## config.mk

```make
export PLATFORM = sky130hd
export DESIGN_NAME = fifo_rd_packer_flat
export DESIGN_NICKNAME = d
export VERILOG_FILES = /design/src/rtl/fifo_pkg.sv /design/src/rtl/fifo_rd_packer_if.sv /design/src/rtl/fifo_rd_tmo.sv /design/src/rtl/fifo_rd_packer.sv /design/src/flat_wrapper.sv
export SDC_FILE = /design/constraint.sdc
export NUM_CORES = 1
export LEC_CHECK = 0
export BUFFER_PORTS_ARGS = -buffer_cell sky130_fd_sc_hd__clkbuf_2
export CAP_MARGIN = 20
export CORE_MARGIN = 5
export CORE_UTILIZATION = 35
export CTS_CLUSTER_SIZE = 30
export DETAILED_ROUTE_END_ITERATION = 10
export PLACE_DENSITY = 0.57
export SETUP_SLACK_MARGIN = 0.4
export SKIP_LAST_GASP = 1
export SLEW_MARGIN = 20
export SYNTH_ARGS = -nofsm -noshare
export SYNTH_HDL_FRONTEND = slang
export SYNTH_HIERARCHICAL = 1
export SYNTH_SLANG_ARGS = --single-unit
```

## constraint.sdc

```tcl
create_clock -name rd_clk -period 3.82 [get_ports rd_clk]
set_input_delay 0.191 -clock rd_clk [delete_from_list [all_inputs] [get_ports rd_clk]]
set_output_delay 0.191 -clock rd_clk [all_outputs]
set_load 0.05 [all_outputs]
```

## src/rtl/fifo_pkg.sv

```systemverilog
// rtl/fifo_pkg.sv - shared constants and helpers for the async FIFO and its read-side stages
package fifo_pkg;

  localparam int FIFO_WIDTH   = 32;
  localparam int FIFO_RATIO   = 4;
  localparam int FIFO_TIMEOUT = 16;
  localparam int FIFO_CNT_W   = $clog2(FIFO_RATIO + 1);

  function automatic int cnt_width(input int ratio);
    return $clog2(ratio + 1);
  endfunction

  // Low n bits set; callers truncate to their word count.
  function automatic logic [63:0] keep_mask(input int n);
    return (64'd1 << n) - 64'd1;
  endfunction

endpackage

```

## src/rtl/fifo_rd_packer_if.sv

```systemverilog
// rtl/fifo_rd_packer_if.sv - FIFO pop port and packed-beat stream of the read-side packer
interface fifo_rd_packer_if #(
  parameter int WIDTH = 32,
  parameter int RATIO = 4
);
  logic                     fifo_empty;
  logic                     fifo_rd_en;
  logic [WIDTH-1:0]         fifo_rd_data;
  logic                     flush;
  logic                     out_valid;
  logic                     out_ready;
  logic [WIDTH*RATIO-1:0]   out_data;
  logic [RATIO-1:0]         out_keep;
  logic                     out_last;

  modport master (
    input  fifo_empty, fifo_rd_data, flush, out_ready,
    output fifo_rd_en, out_valid, out_data, out_keep, out_last
  );

  modport slave (
    output fifo_empty, fifo_rd_data, flush, out_ready,
    input  fifo_rd_en, out_valid, out_data, out_keep, out_last
  );
endinterface

```

## src/rtl/fifo_rd_tmo.sv

```systemverilog
// rtl/fifo_rd_tmo.sv - saturating idle counter that flags when TIMEOUT idle cycles have elapsed
module fifo_rd_tmo #(
  parameter int TIMEOUT = 16
) (
  input  logic clk,
  input  logic rst,
  input  logic clr,
  input  logic inc,
  output logic hit
);
  localparam int            TW   = (TIMEOUT > 1) ? $clog2(TIMEOUT) : 1;
  localparam logic [TW-1:0] TMAX = (TIMEOUT > 0) ? TW'(TIMEOUT - 1) : '0;

  logic [TW-1:0] tmo;

  // Saturating at the hit value keeps hit asserted while the partial beat waits for space.
  always_ff @(posedge clk) begin
    if (rst || clr || !inc) begin
      tmo <= '0;
    end else if (tmo != TMAX) begin
      tmo <= tmo + 1'b1;
    end
  end

  assign hit = (TIMEOUT != 0) && (tmo == TMAX);
endmodule

```

## src/rtl/fifo_rd_packer.sv

```systemverilog
// rtl/fifo_rd_packer.sv - pops FIFO words and packs RATIO of them into one wide beat
module fifo_rd_packer
  import fifo_pkg::*;
#(
  parameter int WIDTH   = FIFO_WIDTH,
  parameter int RATIO   = FIFO_RATIO,
  parameter int TIMEOUT = FIFO_TIMEOUT
) (
  input  logic              rd_clk,
  input  logic              rrst,
  fifo_rd_packer_if.master  bus
);
  localparam int            CW      = cnt_width(RATIO);
  localparam logic [CW-1:0] RATIO_C = CW'(RATIO);

  logic [WIDTH-1:0]       pack [RATIO];
  logic [CW-1:0]          cnt;
  logic [CW-1:0]          cnt_cap;
  logic                   pend;
  logic                   flush_req;
  logic                   tmo_hit;
  logic                   tmo_inc;
  logic                   out_free;
  logic                   load_full;
  logic                   load_part;
  logic [RATIO-1:0]       keep_part;
  logic [WIDTH*RATIO-1:0] pack_flat;
  logic [WIDTH*RATIO-1:0] part_flat;

  always_comb begin
    pack_flat = '0;
    part_flat = '0;
    cnt_cap   = cnt + CW'(pend);
    out_free  = !bus.out_valid || bus.out_ready;
    load_full = (cnt_cap == RATIO_C) && out_free;
    load_part = (flush_req || tmo_hit) && !pend && (cnt != '0) && (cnt < RATIO_C) && out_free;
    tmo_inc   = (cnt != '0) && !pend && bus.fifo_empty && !flush_req;
    keep_part = RATIO'(keep_mask(int'(cnt)));
    for (int i = 0; i < RATIO; i++) begin
      pack_flat[i*WIDTH +: WIDTH] = (pend && cnt == CW'(i)) ? bus.fifo_rd_data : pack[i];
      part_flat[i*WIDTH +: WIDTH] = keep_part[i] ? pack[i] : '0;
    end
    // A pack leaving this cycle frees slot 0, so popping continues without a bubble.
    bus.fifo_rd_en = !rrst && !bus.fifo_empty && !flush_req && !tmo_hit
                     && (load_full || (cnt_cap < RATIO_C));
  end

  always_ff @(posedge rd_clk) begin
    for (int i = 0; i < RATIO; i++) begin
      if (pend && cnt == CW'(i)) begin
        pack[i] <= bus.fifo_rd_data;
      end
    end
  end

  always_ff @(posedge rd_clk) begin
    if (rrst) begin
      cnt           <= '0;
      pend          <= 1'b0;
      flush_req     <= 1'b0;
      bus.out_valid <= 1'b0;
      bus.out_data  <= '0;
      bus.out_keep  <= '0;
      bus.out_last  <= 1'b0;
    end else begin
      pend <= bus.fifo_rd_en;
      if (bus.out_ready) begin
        bus.out_valid <= 1'b0;
      end
      if (load_full) begin
        bus.out_valid <= 1'b1;
        bus.out_data  <= pack_flat;
        bus.out_keep  <= '1;
        bus.out_last  <= flush_req || bus.flush;
        cnt           <= '0;
        flush_req     <= 1'b0;
      end else if (load_part) begin
        bus.out_valid <= 1'b1;
        bus.out_data  <= part_flat;
        bus.out_keep  <= keep_part;
        bus.out_last  <= 1'b1;
        cnt           <= '0;
        flush_req     <= 1'b0;
      end else begin
        cnt <= cnt_cap;
        if (flush_req && cnt == '0 && !pend) begin
          flush_req <= 1'b0;
        end else if (bus.flush) begin
          flush_req <= 1'b1;
        end
      end
    end
  end

  fifo_rd_tmo #(.TIMEOUT(TIMEOUT)) u_tmo (
    .clk (rd_clk),
    .rst (rrst),
    .clr (load_full || load_part),
    .inc (tmo_inc),
    .hit (tmo_hit)
  );
endmodule

```

## src/flat_wrapper.sv

```systemverilog
// flat-port wrapper written by rule: the top's interface ports become plain ports
module fifo_rd_packer_flat import fifo_pkg::*;
#(
  parameter int WIDTH   = FIFO_WIDTH,
  parameter int RATIO   = FIFO_RATIO,
  parameter int TIMEOUT = FIFO_TIMEOUT
)
  (rd_clk, rrst, bus_fifo_empty, bus_fifo_rd_data, bus_flush, bus_out_ready, bus_fifo_rd_en, bus_out_valid, bus_out_data, bus_out_keep, bus_out_last);
  fifo_rd_packer_if #(.WIDTH(WIDTH), .RATIO(RATIO)) bus_i ();
  input  logic rd_clk;
  input  logic rrst;
  input wire logic [$bits(bus_i.fifo_empty)-1:0] bus_fifo_empty;
  input wire logic [$bits(bus_i.fifo_rd_data)-1:0] bus_fifo_rd_data;
  input wire logic [$bits(bus_i.flush)-1:0] bus_flush;
  input wire logic [$bits(bus_i.out_ready)-1:0] bus_out_ready;
  output wire logic [$bits(bus_i.fifo_rd_en)-1:0] bus_fifo_rd_en;
  output wire logic [$bits(bus_i.out_valid)-1:0] bus_out_valid;
  output wire logic [$bits(bus_i.out_data)-1:0] bus_out_data;
  output wire logic [$bits(bus_i.out_keep)-1:0] bus_out_keep;
  output wire logic [$bits(bus_i.out_last)-1:0] bus_out_last;
  assign bus_i.fifo_empty = bus_fifo_empty;
  assign bus_i.fifo_rd_data = bus_fifo_rd_data;
  assign bus_i.flush = bus_flush;
  assign bus_i.out_ready = bus_out_ready;
  assign bus_fifo_rd_en = bus_i.fifo_rd_en;
  assign bus_out_valid = bus_i.out_valid;
  assign bus_out_data = bus_i.out_data;
  assign bus_out_keep = bus_i.out_keep;
  assign bus_out_last = bus_i.out_last;
  fifo_rd_packer #(.WIDTH(WIDTH), .RATIO(RATIO), .TIMEOUT(TIMEOUT)) u_core (.rd_clk(rd_clk), .rrst(rrst), .bus(bus_i));
endmodule
```

== Word level (Yosys, flattened, before mapping) ==
Memories as Yosys holds them, arrays and structs flattened.
Cells that the tools add are included.

* Word-level logic and storage cells: 96
* Memory bits (writable): 128
* Output and inout port bits: 135
* Memories kept: 1
* Flip-flop bits (word level): 143

{| class="wikitable"
|+ Memories
! name !! depth !! bits a word !! read ports !! clocked after Yosys merged registers in !! write ports !! line !! text
|-
| u_core.pack || 4 || 32 || 4 || 0 || 1 || fifo_rd_packer.sv:16 || <nowiki>logic [WIDTH-1:0] pack [RATIO];</nowiki>
|}

* Reductions and logical operators: 41
* Mux-type cells: 34
* Eq/ne operators: 6
* $add $sub $neg: 3
* Shift operators: 1
* $lt $le $gt $ge: 2

{| class="wikitable"
|+ Operators with widths
! kind !! number
|-
| 32-bit 2-to-1 mux || 11
|-
| 128-bit 2-to-1 mux || 2
|-
| 32-bit OR reduction || 3
|-
| 1-bit logical AND || 18
|-
| 1-bit 2-to-1 mux || 16
|-
| 4-bit 2-to-1 mux || 2
|-
| 1-bit zero test || 7
|-
| 1-bit logical OR || 7
|-
| 3-bit by 2-bit equality test with 1-bit output, second input constant || 2
|-
| 3-bit < comparator, second input constant || 2
|-
| 2-bit 2-to-1 mux || 3
|-
| 3-bit nonzero test || 2
|-
| 4-bit by 1-bit adder with 4-bit output, second input constant || 1
|-
| 4-bit equality test, second input constant || 1
|-
| 4-bit != test, second input constant || 1
|-
| 4-bit OR reduction || 1
|-
| 1-bit by 3-bit left shift with 4-bit output, first input constant || 1
|-
| 4-bit by 1-bit subtractor with 4-bit output, second input constant || 1
|-
| 3-bit by 1-bit adder with 3-bit output || 1
|-
| 3-bit by 1-bit equality test with 1-bit output, second input constant || 1
|-
| 3-bit equality test, second input constant || 1
|-
| 3-bit zero test || 1
|-
| 3-bit OR reduction || 1
|-
| 2-bit nonzero test || 1
|}

== Longest topological paths before layout ==
Gate-level depths: netlist (run 1).

* Depth in word-level cells: 9
* Mapped depth: 9
* Depth with buffers taken out: 7

== Cells and area by module ==
The synthesis (run 1) kept the hierarchy.

{| class="wikitable"
|+ By module, submodules not included
! module !! times used !! area an instance (µm²) !! cells an instance
|-
| fifo_rd_packer || 1 || 9477.8 || 802
|-
| fifo_rd_tmo || 1 || 217.7 || 19
|}

== Worst setup path after synthesis (run 1) ==
Ideal clock, no wire load.

* Path kind: flip-flop to flip-flop
* Start: register u_core.u_tmo.tmo[0]
* End: register u_core.u_tmo.tmo[1]
* Buffers on the path: 2
* Arrival: 2.220 ns
* Path slack: 1.479 ns
* Stages on the path, launching flop included: 10
* Cells stage by stage: dfxtp_1 ha_1 and3_1 o22ai_2 or4_4 buf_6 buf_2 nand2_1 and4bb_2 mux2_2

* Cells in the longest elaborated chain, start to end: 9
* Elaborated cells between the ends (all ways): 11

{| class="wikitable"
|+ Ends and longest elaborated chain
! what !! line !! text
|-
| from (decl) || fifo_rd_tmo.sv:14 || <nowiki>logic [TW-1:0] tmo;</nowiki>
|-
| from (signal assigned) || fifo_rd_tmo.sv:21 || <nowiki>tmo <= tmo + 1'b1;</nowiki>
|-
| 4-bit equality test || fifo_rd_tmo.sv:25 || <nowiki>assign hit = (TIMEOUT != 0) && (tmo == TMAX);</nowiki>
|-
| via u_core.tmo_hit || fifo_rd_packer.sv:21 || <nowiki>logic tmo_hit;</nowiki>
|-
| 1-bit logical OR || fifo_rd_packer.sv:36 || <nowiki>load_part = (flush_req || tmo_hit) && !pend && (cnt != '0) && (cnt < RATIO_C) && out_free;</nowiki>
|-
| 1-bit logical AND (4 in series) || fifo_rd_packer.sv:36 ||
|-
| 1-bit logical OR || fifo_rd_packer.sv:98 || <nowiki>.clr (load_full || load_part),</nowiki>
|-
| 1-bit logical OR (2 in series) || fifo_rd_tmo.sv:18 || <nowiki>if (rst || clr || !inc) begin</nowiki>
|}

The timed path passes the listed nets, and every way through them passes these cells.
A chain may end at the register's enable or synchronous reset.

== Worst setup path after layout (run 1) ==
* Start: register u_core.cnt[0]
* End: register u_core.bus.out_data[91]

* Elaborated cells between the ends (all ways): 17

{| class="wikitable"
|+ RTL lines
! what !! line !! text
|-
| from (decl) || fifo_rd_packer.sv:17 || <nowiki>logic [CW-1:0] cnt;</nowiki>
|-
| from (signal assigned) || fifo_rd_packer.sv:85 || <nowiki>cnt <= cnt_cap;</nowiki>
|-
| 3-bit by 1-bit adder with 3-bit output * || fifo_rd_packer.sv:33 || <nowiki>cnt_cap = cnt + CW'(pend);</nowiki>
|-
| via u_core.cnt_cap[1] || fifo_rd_packer.sv:18 || <nowiki>logic [CW-1:0] cnt_cap;</nowiki>
|-
| 3-bit equality test * || fifo_rd_packer.sv:35 || <nowiki>load_full = (cnt_cap == RATIO_C) && out_free;</nowiki>
|-
| 1-bit logical AND * || fifo_rd_packer.sv:35 ||
|-
| 128-bit 2-to-1 mux / 2-bit nonzero test (equally long branches) || n/a ||
|-
| to (signal assigned) || fifo_rd_packer.sv:72 || <nowiki>bus.out_data <= pack_flat;</nowiki>
|-
| to (signal assigned) || fifo_rd_packer.sv:79 || <nowiki>bus.out_data <= part_flat;</nowiki>
|-
| to (decl) || fifo_rd_packer_if.sv:18 || <nowiki>output fifo_rd_en, out_valid, out_data, out_keep, out_last</nowiki>
|}

Mark *: on every way through the listed nets, which the timed path passes. The rest lies on a longest branch. The select of a mux whose other input is x is not followed.

==> results, run 1 <==
- The number of diodes added for antenna fixing is 0.
- The critical path arrival is approximately 3.3 ns.
- For this run, the number of Yosys warnings is 6.
- The class of the most critical setup path is reg -> reg.
- The via count of the first global-routing pass was roughly 6.9k.
- The global route total overflow is 0.
- The total non-filler cell area in the finished layout is around 12000 um2.
- Summed over all failing endpoints, the final setup total negative slack is 0 ns.
- The pre-antenna-repair detailed-routing pass consisted of 4 iterations.
- The number of failing hold endpoints at the final stage is 0.
- After detailed routing, the number of vias per cell comes to about 5.0.
- The maximum count of clock buffers along a single path is 3.
- The share of synthesized area in the top cell type comes to a little under three fifths.
- The post-synthesis instance area is around 9700 um2.
- For this design the ratio of total power to cell area is approximately 560 nW/um2.
- At the pin with the least slew margin, the transition time is about 0.84 ns.
- The total design power is approximately 7 mW.
- The net switching share of the total power is a little under a quarter.
- The leakage power is between 4 and 5 nW.
- The floorplan step defined a die boundary enclosing roughly 31000 um2.
- The portion of total power attributed to sequential cells is 48.4%.
- dfxtp_1 is the most common cell in the netlist.
- The dominant register cell in the synthesized netlist is dfxtp_1.
- Once placement finished, the instance area stood at ~11000 um2.
- For this run, the top clock speed supported by timing is 353 MHz.
- Sorting the synthesized cells by how often they occur yields 271 x dfxtp_1, 115 x mux2_2, 67 x nand2_1.
- The detailed router finished its first iteration with about 330 violations.
- The mean instance size in the synthesized netlist is ~12 um2.
- Gates resized during post-CTS repair numbered 0.
- The library cell used as clock root buffer is clkbuf_16.
- Input and output buffers added on the ports amount to around 170.
- The number of slew-limit violations in the final report is 0.
- The via total after detailed routing is between 7k and 8k.
- The clock network burns 41.8% of the power.
- The origin of the critical flop-to-flop path is u_core/cnt[0]$_SDFF_PP0_.
- For this block, the routed nets add up to approximately 26 mm of wire.
- For this configuration, the core starts out at a cell density of about a third.
- The count of different cell masters after synthesis is 46.
- The layout filler cell count is 2594.
- In this run the power spent charging and discharging nets is between 1.5 and 2 mW.
- The clock reaches the later pin of the worst-skew pair after roughly 0.54 ns.
- The post-route minimum period is about 2.8 ns.
- The required time reported for the critical path endpoint is 4.24 ns.
- Sorting the synthesized cells by area gives the leading types as dfxtp_1 56%, mux2_2 13%, a221o_1 6.6%.
- In the global route stage, overall resource usage came out at ~16%.
- The first-pass GRT wire length is between 40 and 50 mm.
- The number of nets handed over by synthesis was between 800 and 900.
- Cells fill approximately 44% of the core in the end.
- From left edge to right edge, the die measures roughly 180 um.
- The startpoint of the most critical setup path is u_core/cnt[0]$_SDFF_PP0_.
- Measured along the y axis, the die boundary spans roughly 180 um.
- The worst setup path is launched from a register.
- The post-route netlist has between 30% and 40% of its cells at a drive strength greater than 1.
- The share of synthesized area occupied by flip-flops and latches is between 50 and 60%.
- Clock skew on the completed layout was measured at between 0.01 and 0.015 ns.
- TritonCTS built the clock tree.
- The synthesized instance count is between 800 and 900.
- Once detailed placement completed, the half-perimeter wirelength came to roughly 16 mm.
- The synthesized design contains roughly 270 register bits.
- Setup violations remaining at the end of the flow were counted as 0.
- The number of remaining DRC errors is 0.
- The signed area change from the synthesized netlist to the final layout is 25.7%.
- The kind of end point of the critical path is a register.
- The number of antenna violations at the first check in global routing is 0.
- The wire length per cell is 18.6 um.
- The flow ran to the end, and the final reports show no timing, DRC or antenna violations.
- The core region is 27600 um2.
- Combinational logic burns about 10% of the power.
- The internal power contribution is around 5.2 mW.
- The clock buffer count from CTS is 30.
- In this run the core area contains just over 60 standard-cell rows.
- The share of flip-flops with an asynchronous set or reset is 0%.
- The leading area contributor after synthesis is dfxtp_1.
- The clock-pin transition on the worst setup and hold timing paths is 0.06 ns.
- After clock tree synthesis, the setup repair step added 0 buffers.
- The number of nets with antenna violations after detailed routing is 0.
- The number of enable-type register cells in the synthesized netlist is 0.
- The highest fanout seen on the critical path is 37.
- The worst min-delay path class is in -> reg.
- Setup repair after global routing left no endpoint under its margin.
- For this design, the sink count on the clock tree is approximately 270.
- In this run the tightest slew margin relative to its limit is roughly 44%.
- In the final design database the tool counted 1043 nets.
- The largest net degree at the start of global routing is between 90 and 100.
- The launch point of the worst hold path is bus_fifo_rd_data[9].
- Dividing the final minimum period by the clock period gives between 70% and 80%.
- The largest vdd supply drop is 0.368 mV.
- The final weighted congestion in routability-driven placement is between 0.7 and 0.8.
- Across the run, the number of max-cap violations was 0.
- The number of H-tree levels is 1.
- For this design the top-level I/O count stands at ~170.
[what timing repair did]
item,4_1_cts,5_1_grt
setup endpoints to repair,0,0
hold buffers,31,0
endpoints found under the hold margin,112,0
[cell usage in the layout (no fill, tap or decap), types with 2 or more instances in the layout]
| cell | n |
|---|---|
| a21oi_1 | 5 |
| clkbuf_1 | 6 |
| nor3_2 | 2 |
| mux2_2 | 115 |
| nor2_1 | 5 |
| clkbuf_16 | 31 |
| a221o_1 | 64 |
| nor2b_1 | 65 |
| clkinv_2 | 8 |
| nor4bb_4 | 2 |
| nor3_1 | 4 |
| nand2b_1 | 2 |
| dfxtp_1 | 271 |
| buf_4 | 12 |
| mux2_1 | 14 |
| nand4b_1 | 2 |
| buf_12 | 2 |
| o21ai_0 | 34 |
| dlygate4sd3_1 | 31 |
| bufinv_16 | 2 |
| nand3b_1 | 2 |
| a32o_1 | 31 |
| and3_1 | 3 |
| nand2_1 | 67 |
| a31oi_1 | 35 |
| clkbuf_2 | 171 |
| and4bb_2 | 2 |
| ha_1 | 4 |
| clkbuf_8 | 5 |
| nor4_4 | 3 |
[worst paths after layout]
path / endpoint / slack [ns] / depth (start not counted)
hold reg to reg: u_core/bus.out_data[105]$_SDFFE_PP0P_ / 0.47 / 1
hold / removal: u_core/pack[0][9]$_DFF_P_ / 0.03 / 2
setup reg to reg: u_core/bus.out_data[91]$_SDFFE_PP0P_ / 0.99 / 7
setup / recovery: u_core/bus.out_data[91]$_SDFFE_PP0P_ / 0.99 / 7
[cell type report]
class | instances | area, um2 | area share [%]
timing repair buffer | 216 | 1300 | 10.6
inverter | 2 | 7.51 | 0.0616
multi-input combinational | 481 | 3990 | 32.7
sequential | 271 | 5430 | 44.5
clock buffer | 42 | 867 | 7.12
tap | 378 | 473 | 3.88
clock inverter | 13 | 125 | 1.03
[power by group through the flow]
stage / Clock [mW] / Sequential, mW / Combinational, mW
5_1_grt: 3.08 / 3.35 / 0.737
6_report: 2.85 / 3.31 / 0.671
3_3_place_gp: 0 / 3.35 / 0.633
4_1_cts: 2.94 / 3.31 / 0.678
3_5_place_dp: 0 / 3.37 / 0.651
2_1_floorplan: 0 / 3.39 / 0.451
[registers in the layout (all words and copies together), names as in the netlist]
signal	cells
u_core/bus.out_last	1
u_core/pack	128
u_core/u_tmo/tmo	4
u_core/bus.out_keep	4
u_core/bus.out_valid	1
u_core/flush_req	1
u_core/cnt	3
u_core/pend	1
u_core/bus.out_data	128
[kinds of logic after synthesis]
group	synth area share, %
AOI/OAI and AO/OA	14.6
xor gates and xnor gates	0.258
adders and majority gates	0.516
buffers and inverters	3.42
DFF	56.0
muxes	15.0
and+or+nand+nor	10.2
[worst max-delay path, cell delays in order (launching register included)]
cell and delay, ns:
dfxtp_1 0.59, ha_1 0.23, ha_1 0.26, nor4_2 0.36
buf_4 0.52, nor4_4 0.09, buf_4 0.30, a221o_1 0.35
[per-stage QoR]
step                worst slack [ns]  hold WS [ns]  instances
global route                   0.819        0.0103       1403
detailed placement              1.02         0.457       1317
CTS                            0.993       0.00121       1403
floorplan                       1.48         0.334        821
finish                         0.990        0.0301       1403
global placement                1.06         0.448       1317
[metal layers]
metal | GRT usage (%) | vias up | part of all wire (%) | wire length (um)
li1 | - | 3418 | - | -
met1 | 21.3 | 3392 | 46 | 12000
met2 | 26.6 | 177 | 46 | 11900
met3 | 4.07 | 38 | 6.6 | 1720
met4 | 3.71 | 0 | 1.8 | 468
met5 | 0 | - | 0 | 0
(Power assumes the default switching activity.)
==> run 2: changes to the inputs <==
--- a/config.mk
+++ b/config.mk
@@ -11,7 +11,7 @@
 export CORE_UTILIZATION = 35
 export CTS_CLUSTER_SIZE = 30
 export DETAILED_ROUTE_END_ITERATION = 10
-export PLACE_DENSITY = 0.57
+export PLACE_DENSITY = 0.59
 export SETUP_SLACK_MARGIN = 0.4
 export SKIP_LAST_GASP = 1
 export SLEW_MARGIN = 20
==> constraint.sdc (replaced) <==
create_clock -name rd_clk -period 2.3 [get_ports rd_clk]
set_input_delay 0.115 -clock rd_clk [delete_from_list [all_inputs] [get_ports rd_clk]]
set_output_delay 0.115 -clock rd_clk [all_outputs]
set_load 0.05 [all_outputs]
==> run 2 against run 1 <==
Compared with the run above:
- register-to-register slack lost 0.89 ns
- global-route usage grew 2.0 points
- combinational power grew 100%
- die area is the same
- count of clock-buffer cells in the layout is the same
- setup slack lost 0.89 ns
- wire length grew 23%
- critical endpoint is now u_core/bus.out_data[45]$_SDFFE_PP0P_
- largest cell class unchanged
- largest power group unchanged
==> results, run 2 (same netlist as run 1, synthesis figures left out) <==
- The standard cell core area is 27600 um2 (unchanged).
- The number of clock sinks seen by CTS is 271 (unchanged).
- The global route total overflow is 0 (unchanged).
- The via count of the first global-routing pass is 7374 (+6.9%).
- The worst min-delay path class is in -> reg.
- The required time reported for the critical path endpoint came to 2.78 ns (-1.46 ns).
- The clock tree from TritonCTS is yes.
- The initial cell density of the core is 35.2% (unchanged).
- The largest stage delay on the critical path is 0.46 ns (-0.13 ns).
- The register-to-register setup slack is 0.1 ns (-0.89 ns).
- For this design, the slowest cell found on the critical path is or4_4.
- The number of I/O port buffers came to 171 (unchanged).
- The number of failing hold endpoints at the final stage is 0 (unchanged).
- The origin of the critical flop-to-flop path is u_core/u_tmo/tmo[1]$_SDFFE_PP0P_.
- The total iterations of the first detailed-routing run is 8 (+4).
- The sink of the worst hold path is u_core/bus.out_keep[3]$_SDFFE_PP0P_.
- The number of slew-limit violations in the final report is 0 (unchanged).
- The capturing point of the worst reg2reg path is u_core/bus.out_data[45]$_SDFFE_PP0P_.
- The final weighted congestion in routability-driven placement came to 0.750 (+4.7%).
- The count of maximum capacitance violations is 0 (unchanged).
- The largest vdd supply drop was 0.553 mV (+50%).
- The largest net degree at the start of global routing came to 67 (-29%).
- The startpoint of the most critical setup path is u_core/u_tmo/tmo[1]$_SDFFE_PP0P_.
- The signal on the critical path passes through ha_4, and3_4, o22ai_4, or4_4, buf_4, buf_6, nor4_4, buf_6, clkbuf_16, a221o_1.
- The total global-route track usage is 18.1% (+2.0 points).
- Relative to the synthesized area, the layout overhead comes to 42.5%.
- The die area came to 31100 um2 (unchanged).
- STA classifies the critical path startpoint as a register.
- The kind of end point of the critical path is a register.
- The mean number of vias per cell is 5.18 (+3.5%).
- The initial DRC count is 467 (+43%).
- The final clock period utilization by the worst path came to 95.8% (+22 points).
- The worst hold path begins at rrst.
- The clock-pin transition on the worst setup and hold timing paths is 0.06 ns (about the same).
- The flow ran to the end, and the final reports show no timing, DRC or antenna violations.
- The cell row count came to 61 (unchanged).
- The slew at the pin closest to its max-slew limit is 0.803 ns (-0.0408 ns).
- The clock buffer count from CTS is 29 (-3.3%).
- The combined buffer and inverter count along the critical path came to 4 (+2).
- The highest fanout seen on the critical path is 8 (-78%).
- The maximum count of clock buffers along a single path was 3 (unchanged).
- The wire length per cell is 21.4 um (+15%).
- The final routed wirelength across all metal layers is 32.0 mm (+23%).
- The critical path arrival is 2.69 ns (-0.56 ns).
- Setup repair after global routing could not meet its margin everywhere.
- The gate family responsible for the most delay along the worst path is simple AND/OR/NAND/NOR gates.
- The class of the most critical setup path is reg -> reg.
- The height of the die came to 176 um (unchanged).
- The number of H-tree levels came to 1 (unchanged).
- The post-route minimum period is 2.20 ns (-0.626 ns).
- The worst-case hold slack is 0.0705 ns (+0.0404 ns).
- The final net count is 1140 (+9.3%).
- The number of diodes added for antenna fixing came to 0 (unchanged).
- The clock latency on the worst-skew pair is 0.54 ns (about the same).
- The via total after detailed routing came to 7758 (+10%).
- The number of remaining DRC errors is 0 (unchanged).
- The number of antenna violations at the first check in global routing is 0 (unchanged).
- The power density relative to cell area is 841 nW/um2 (+50%).
- The leakage power came to 5.67 nW (+16%).
- The final setup violation count is 0 (unchanged).
- The I/O pin total came to 172 (unchanged).
- The max-slew headroom at the worst pin is 46.5% (+2.7 points).
- The horizontal extent of the die is 176 um (unchanged).
- The cell with the most instances on the worst path is buf_6.
- The largest registers in the layout are u_core/bus.out_data: 128 flops, u_core/pack: 128 flops.
- The number of nets with antenna violations after detailed routing came to 0 (unchanged).
- The hold path depth was 3 (+1).
- Leaving out fill and tap cells, the most frequent cells in the layout are 264 x dfxtp_1, 170 x clkbuf_2, 111 x mux2_2, 65 x nor2b_1, 64 x a221o_1.
- The root buffer cell chosen for the clock tree is clkbuf_16.
- The share of final-layout standard cells stronger than drive strength 1 is 43.4% (+7.5 points).
- The first-pass GRT wire length was 44.0 mm (+9.8%).
- The worst setup skew after layout is 0.0121 ns (-0.0000822 ns).
- The highest attainable clock frequency is 454 MHz (+28%).
- The most frequent standard cell in the layout excluding fill and tap cells is dfxtp_1.
- The total non-filler cell area in the finished layout is 13800 um2 (+13%).
- The cell area reported after detailed placement is 11300 um2 (+3.5%).
- The count of cells along the worst register-to-register path is 10 (+3).
- The estimated wirelength of the detail-placed design is 17.2 mm (+9.3%).
run 2: cell types whose count changed in the layout (fill, tap and decap cells not counted), moves of 5 or more:
cell and change:
nand2_1 -6, buf_4 +26, dfxtp_1 -7, clkbuf_16 +9
dfxtp_2 +6, nand2_2 +5, o21ai_0 -10, buf_16 +7
o21ai_1 +9, buf_12 +15, buf_6 +28, buf_8 +5
run 2: metrics by stage:
step | cells | total power, mW | TNS [ns] | utilization, % | setup slack (ns)
floorplan | 821 | 6.39 | 0 | - | 0.188
global placement | 1346 | 6.67 | -4.62 | 40.9 | -0.203
detailed placement | 1346 | 6.73 | -6.70 | 40.9 | -0.271
CTS | 1471 | 11.6 | 0 | 48.4 | 0.103
global route | 1497 | 12.1 | 0 | 50.2 | 0.0242
finish | 1497 | 11.6 | 0 | 50.2 | 0.0965
run 2: worst max-delay path by stage:
stage,end,depth (start not counted)
after floorplan,u_core/u_tmo/tmo[1]$_SDFFE_PP0P_,9
after CTS,u_core/bus.out_data[34]$_SDFFE_PP0P_,9
final,u_core/bus.out_data[45]$_SDFFE_PP0P_,10
after detailed placement,u_core/bus.out_data[55]$_SDFFE_PP0P_,7
after global routing,u_core/bus.out_data[39]$_SDFFE_PP0P_,10
after global placement,u_core/bus.out_data[55]$_SDFFE_PP0P_,7
run 2: routing by layer:
layer	share of wire [%]	routed length [um]	GRT usage, %	vias up
li1	-	-	-	3618
met1	45	14300	24.1	3869
met2	47	15000	29.7	232
met3	6.6	2120	4.80	39
met4	1.9	600	4.19	0
met5	0	0	0	-
run 2: tightest hold or removal path, stage by stage:
cell,delay [ns]
clkbuf_2,0.12
buf_4,0.22
nor2_1,0.11
run 2: layout make-up:
type,instances,area [um2]
well taps,378,473
flip-flops and latches,271,5440
repair buffers,314,2760
clock buffers,42,855
multi-input cells,481,4160
clock inverters,9,128
fillers,2426,13700
inverters,2,7.51
run 2: timing repair:
item / CTS / global route
hold endpoints to repair: 132 / 0
setup endpoints to repair: 138 / 141
cloned: 11 / 13
gates resized for setup: 76 / 22
setup buffers: 28 / 13
hold buffers: 35 / 0
pin swaps: 11 / 21
run 2: report_power, final:
group | total [mW] | leakage [nW] | internal [mW] | switching, mW
logic | 1.37 | 2.95 | 0.739 | 0.630
registers | 5.50 | 2.23 | 5.25 | 0.252
clock network | 4.75 | 0.488 | 2.90 | 1.85
==> run 3: changes to the inputs <==
--- a/config.mk
+++ b/config.mk
@@ -11,7 +11,7 @@
 export CORE_UTILIZATION = 35
 export CTS_CLUSTER_SIZE = 30
 export DETAILED_ROUTE_END_ITERATION = 10
-export PLACE_DENSITY = 0.59
+export PLACE_DENSITY = 0.57
 export SETUP_SLACK_MARGIN = 0.4
 export SKIP_LAST_GASP = 1
 export SLEW_MARGIN = 20
==> constraint.sdc (replaced) <==
create_clock -name rd_clk -period 2.6 [get_ports rd_clk]
set_input_delay 0.13 -clock rd_clk [delete_from_list [all_inputs] [get_ports rd_clk]]
set_output_delay 0.13 -clock rd_clk [all_outputs]
set_load 0.05 [all_outputs]
==> run 3 against run 2 <==
Compared with the run above:
- clock skew down 0.00078 ns
- sequential share of layout area up 3.7 points
- sequential power fell by 12%
- critical path type unchanged
- highest routed layer unchanged
==> results, run 3 (same netlist as run 1, synthesis figures left out) <==
- The run finished with clean final reports.
- The final weighted congestion in routability-driven placement is 0.721 (-3.8%).
- The number of clock sinks seen by CTS was 271 (unchanged).
- TritonCTS built the clock tree.
- The largest vdd supply drop came to 0.496 mV (-10%).
- The critical path launch point type is a register.
- The global route total overflow is 0 (unchanged).
- The final routed wirelength across all metal layers came to 26.7 mm (-16%).
- The worst setup skew after layout is 0.0113 ns (-0.000778 ns).
- The number of remaining DRC errors is 0 (unchanged).
- The initial DRC count is 307 (-34%).
- The clock-pin transition on the worst setup and hold timing paths is 0.06 ns (about the same).
- The total area of sequential cells is 5440 um2 (about the same).
- The standard cell core area is 27600 um2 (unchanged).
- The I/O pin total was 172 (unchanged).
- The layout filler cell count was 2593 (+6.9%).
- The number of antenna violations at the first check in global routing is 0 (unchanged).
- The clock latency on the worst-skew pair is 0.55 ns (about the same).
- The power density relative to cell area is 777 nW/um2 (-7.6%).
- The count of maximum capacitance violations is 0 (unchanged).
- The total iterations of the first detailed-routing run is 4 (-4).
- Setup repair after global routing could not meet its margin everywhere.
- The final net count is 1078 (-5.4%).
- The die area is 31100 um2 (unchanged).
- The worst slack at placement is 0.263 ns (+0.534 ns).
- From synthesis to final layout, the design area changed by 30.4%.
- The share of final-layout standard cells stronger than drive strength 1 is 38.3% (-5.1 points).
- The final critical-path setup slack was 0.381 ns (+0.285 ns).
- The min-delay analysis places its worst path in the category in -> reg.
- The number of I/O port buffers is 171 (unchanged).
- The largest net degree at the start of global routing was 70 (+4.5%).
- The number of H-tree levels is 1 (unchanged).
- The register-to-register setup slack was 0.38 ns (+0.28 ns).
- The highest fanout seen on the critical path is 8 (unchanged).
- The worst-case hold slack is 0.0196 ns (-0.0509 ns).
- The estimated wirelength of the detail-placed design came to 16.5 mm (-4.1%).
- The critical path arrival is 2.65 ns (-0.04 ns).
- The number of nets with antenna violations after detailed routing is 0 (unchanged).
- The library cell used as clock root buffer is clkbuf_16.
- The required time reported for the critical path endpoint is 3.03 ns (+0.25 ns).
- The top cell types in the final layout, fill and taps aside, are 267 x dfxtp_1, 170 x clkbuf_2, 115 x mux2_2, 66 x nand2_1, 65 x nor2b_1.
- The initial cell density of the core is 35.2% (unchanged).
- The clock buffer count from CTS is 29 (unchanged).
- The via total after detailed routing is 7192 (-7.3%).
- The final sum of negative setup slack is 0 ns (unchanged).
- The number of slew-limit violations in the final report is 0 (unchanged).
- The slew at the pin closest to its max-slew limit is 0.750 ns (-0.0534 ns).
- The wire length per cell is 18.6 um (-13%).
- The first-pass GRT wire length is 40.9 mm (-7.0%).
- The mean number of vias per cell was 5.01 (-3.4%).
- The critical path is of the reg -> reg type.
- The via count of the first global-routing pass is 6992 (-5.2%).
- The total design power is 9.82 mW (-15%).
- The total global-route track usage came to 16.4% (-1.7 points).
- The horizontal extent of the die is 176 um (unchanged).
- The number of failing hold endpoints at the final stage is 0 (unchanged).
- The leakage power is 5.08 nW (-10%).
- The cell row count is 61 (unchanged).
- The multi-input gate area in the final layout was 4090 um2 (-1.6%).
- The maximum count of clock buffers along a single path is 3 (unchanged).
- The post-route minimum period is 2.22 ns (+0.0155 ns).
- The final setup violation count is 0 (unchanged).
- The highest attainable clock frequency came to 451 MHz (-0.70%).
- The height of the die is 176 um (unchanged).
- The max-slew headroom at the worst pin is 50.0% (+3.6 points).
- The most frequent standard cell in the layout excluding fill and tap cells is dfxtp_1.
- The largest registers in the layout are u_core/bus.out_data: 128 flops, u_core/pack: 128 flops.
- The final clock period utilization by the worst path was 85.3% (-10 points).
- STA classifies the critical path endpoint as a register.
-- run 3: cell count changes in the layout (fill, tap and decap cells not counted), sizes merged --
| cell | delta |
|---|---|
| buf | -49 |
| clkbuf | -8 |
| bufbuf | -2 |
| bufinv | -2 |
| clkinvlp | +1 |
| diode | +1 |
| dlygate4sd3 | -1 |
| inv | -1 |
-- run 3: repair_timing --
action | in CTS | in global routing
hold buffers | 34 | 0
cloned | 2 | 2
endpoints found under the hold margin | 131 | 0
pin swaps | 1 | 5
buffers inserted | 10 | 5
resized for setup | 14 | 20
endpoints found under the setup margin | 97 | 71
-- run 3: critical path, stage by stage, from the launching register on --
cell and delay (ns):
dfxtp_4 0.36, ha_4 0.16, ha_4 0.17, xnor2_4 0.13
nor4_4 0.29, buf_4 0.17, buf_6 0.10, nor4_4 0.04
buf_4 0.18, clkbuf_16 0.18, a221o_1 0.30
-- run 3: report_power, final --
part,total (mW),internal (mW),switching (mW)
registers,4.86,4.64,0.218
logic,1.04,0.551,0.486
clock network,3.93,2.30,1.63
-- run 3: area by class of cell --
type	instances	share of cell area, %
multi-input cells	481	32.3
clock inverters	7	0.614
well taps	378	3.74
flip-flops and latches	271	43.0
repair buffers	252	13.6
clock buffers	44	6.58
inverters	2	0.0594
diodes	1	0.0198
-- run 3: path summary, 6_finish.rpt --
| check | from | end | depth (start not counted) |
|---|---|---|---|
| hold / removal | bus_out_ready | u_core/bus.out_valid$_SDFFE_PP0P_ | 3 |
| setup / recovery | u_core/cnt[0]$_SDFF_PP0_ | u_core/bus.out_data[56]$_SDFFE_PP0P_ | 10 |
| setup reg to reg | u_core/cnt[0]$_SDFF_PP0_ | u_core/bus.out_data[56]$_SDFFE_PP0P_ | 10 |
| hold reg to reg | u_core/bus.out_data[120]$_SDFFE_PP0P_ | u_core/bus.out_data[120]$_SDFFE_PP0P_ | 1 |
-- run 3: metrics by stage --
step / area [um2] / utilization, % / cells
3_3_place_gp: 11000 / 40.1 / 1331
6_report: 12600 / 45.9 / 1436
2_1_floorplan: 9720 / - / 821
4_1_cts: 12500 / 45.4 / 1428
3_5_place_dp: 11000 / 40.1 / 1331
5_1_grt: 12600 / 45.9 / 1435
-- run 3: layer usage --
layer	up-vias	GRT usage (%)	routed length, um
met5	-	0	0
met4	0	3.03	356
met3	25	3.10	1350
met2	161	26.8	12300
met1	3517	23.0	12700
li1	3489	-	-
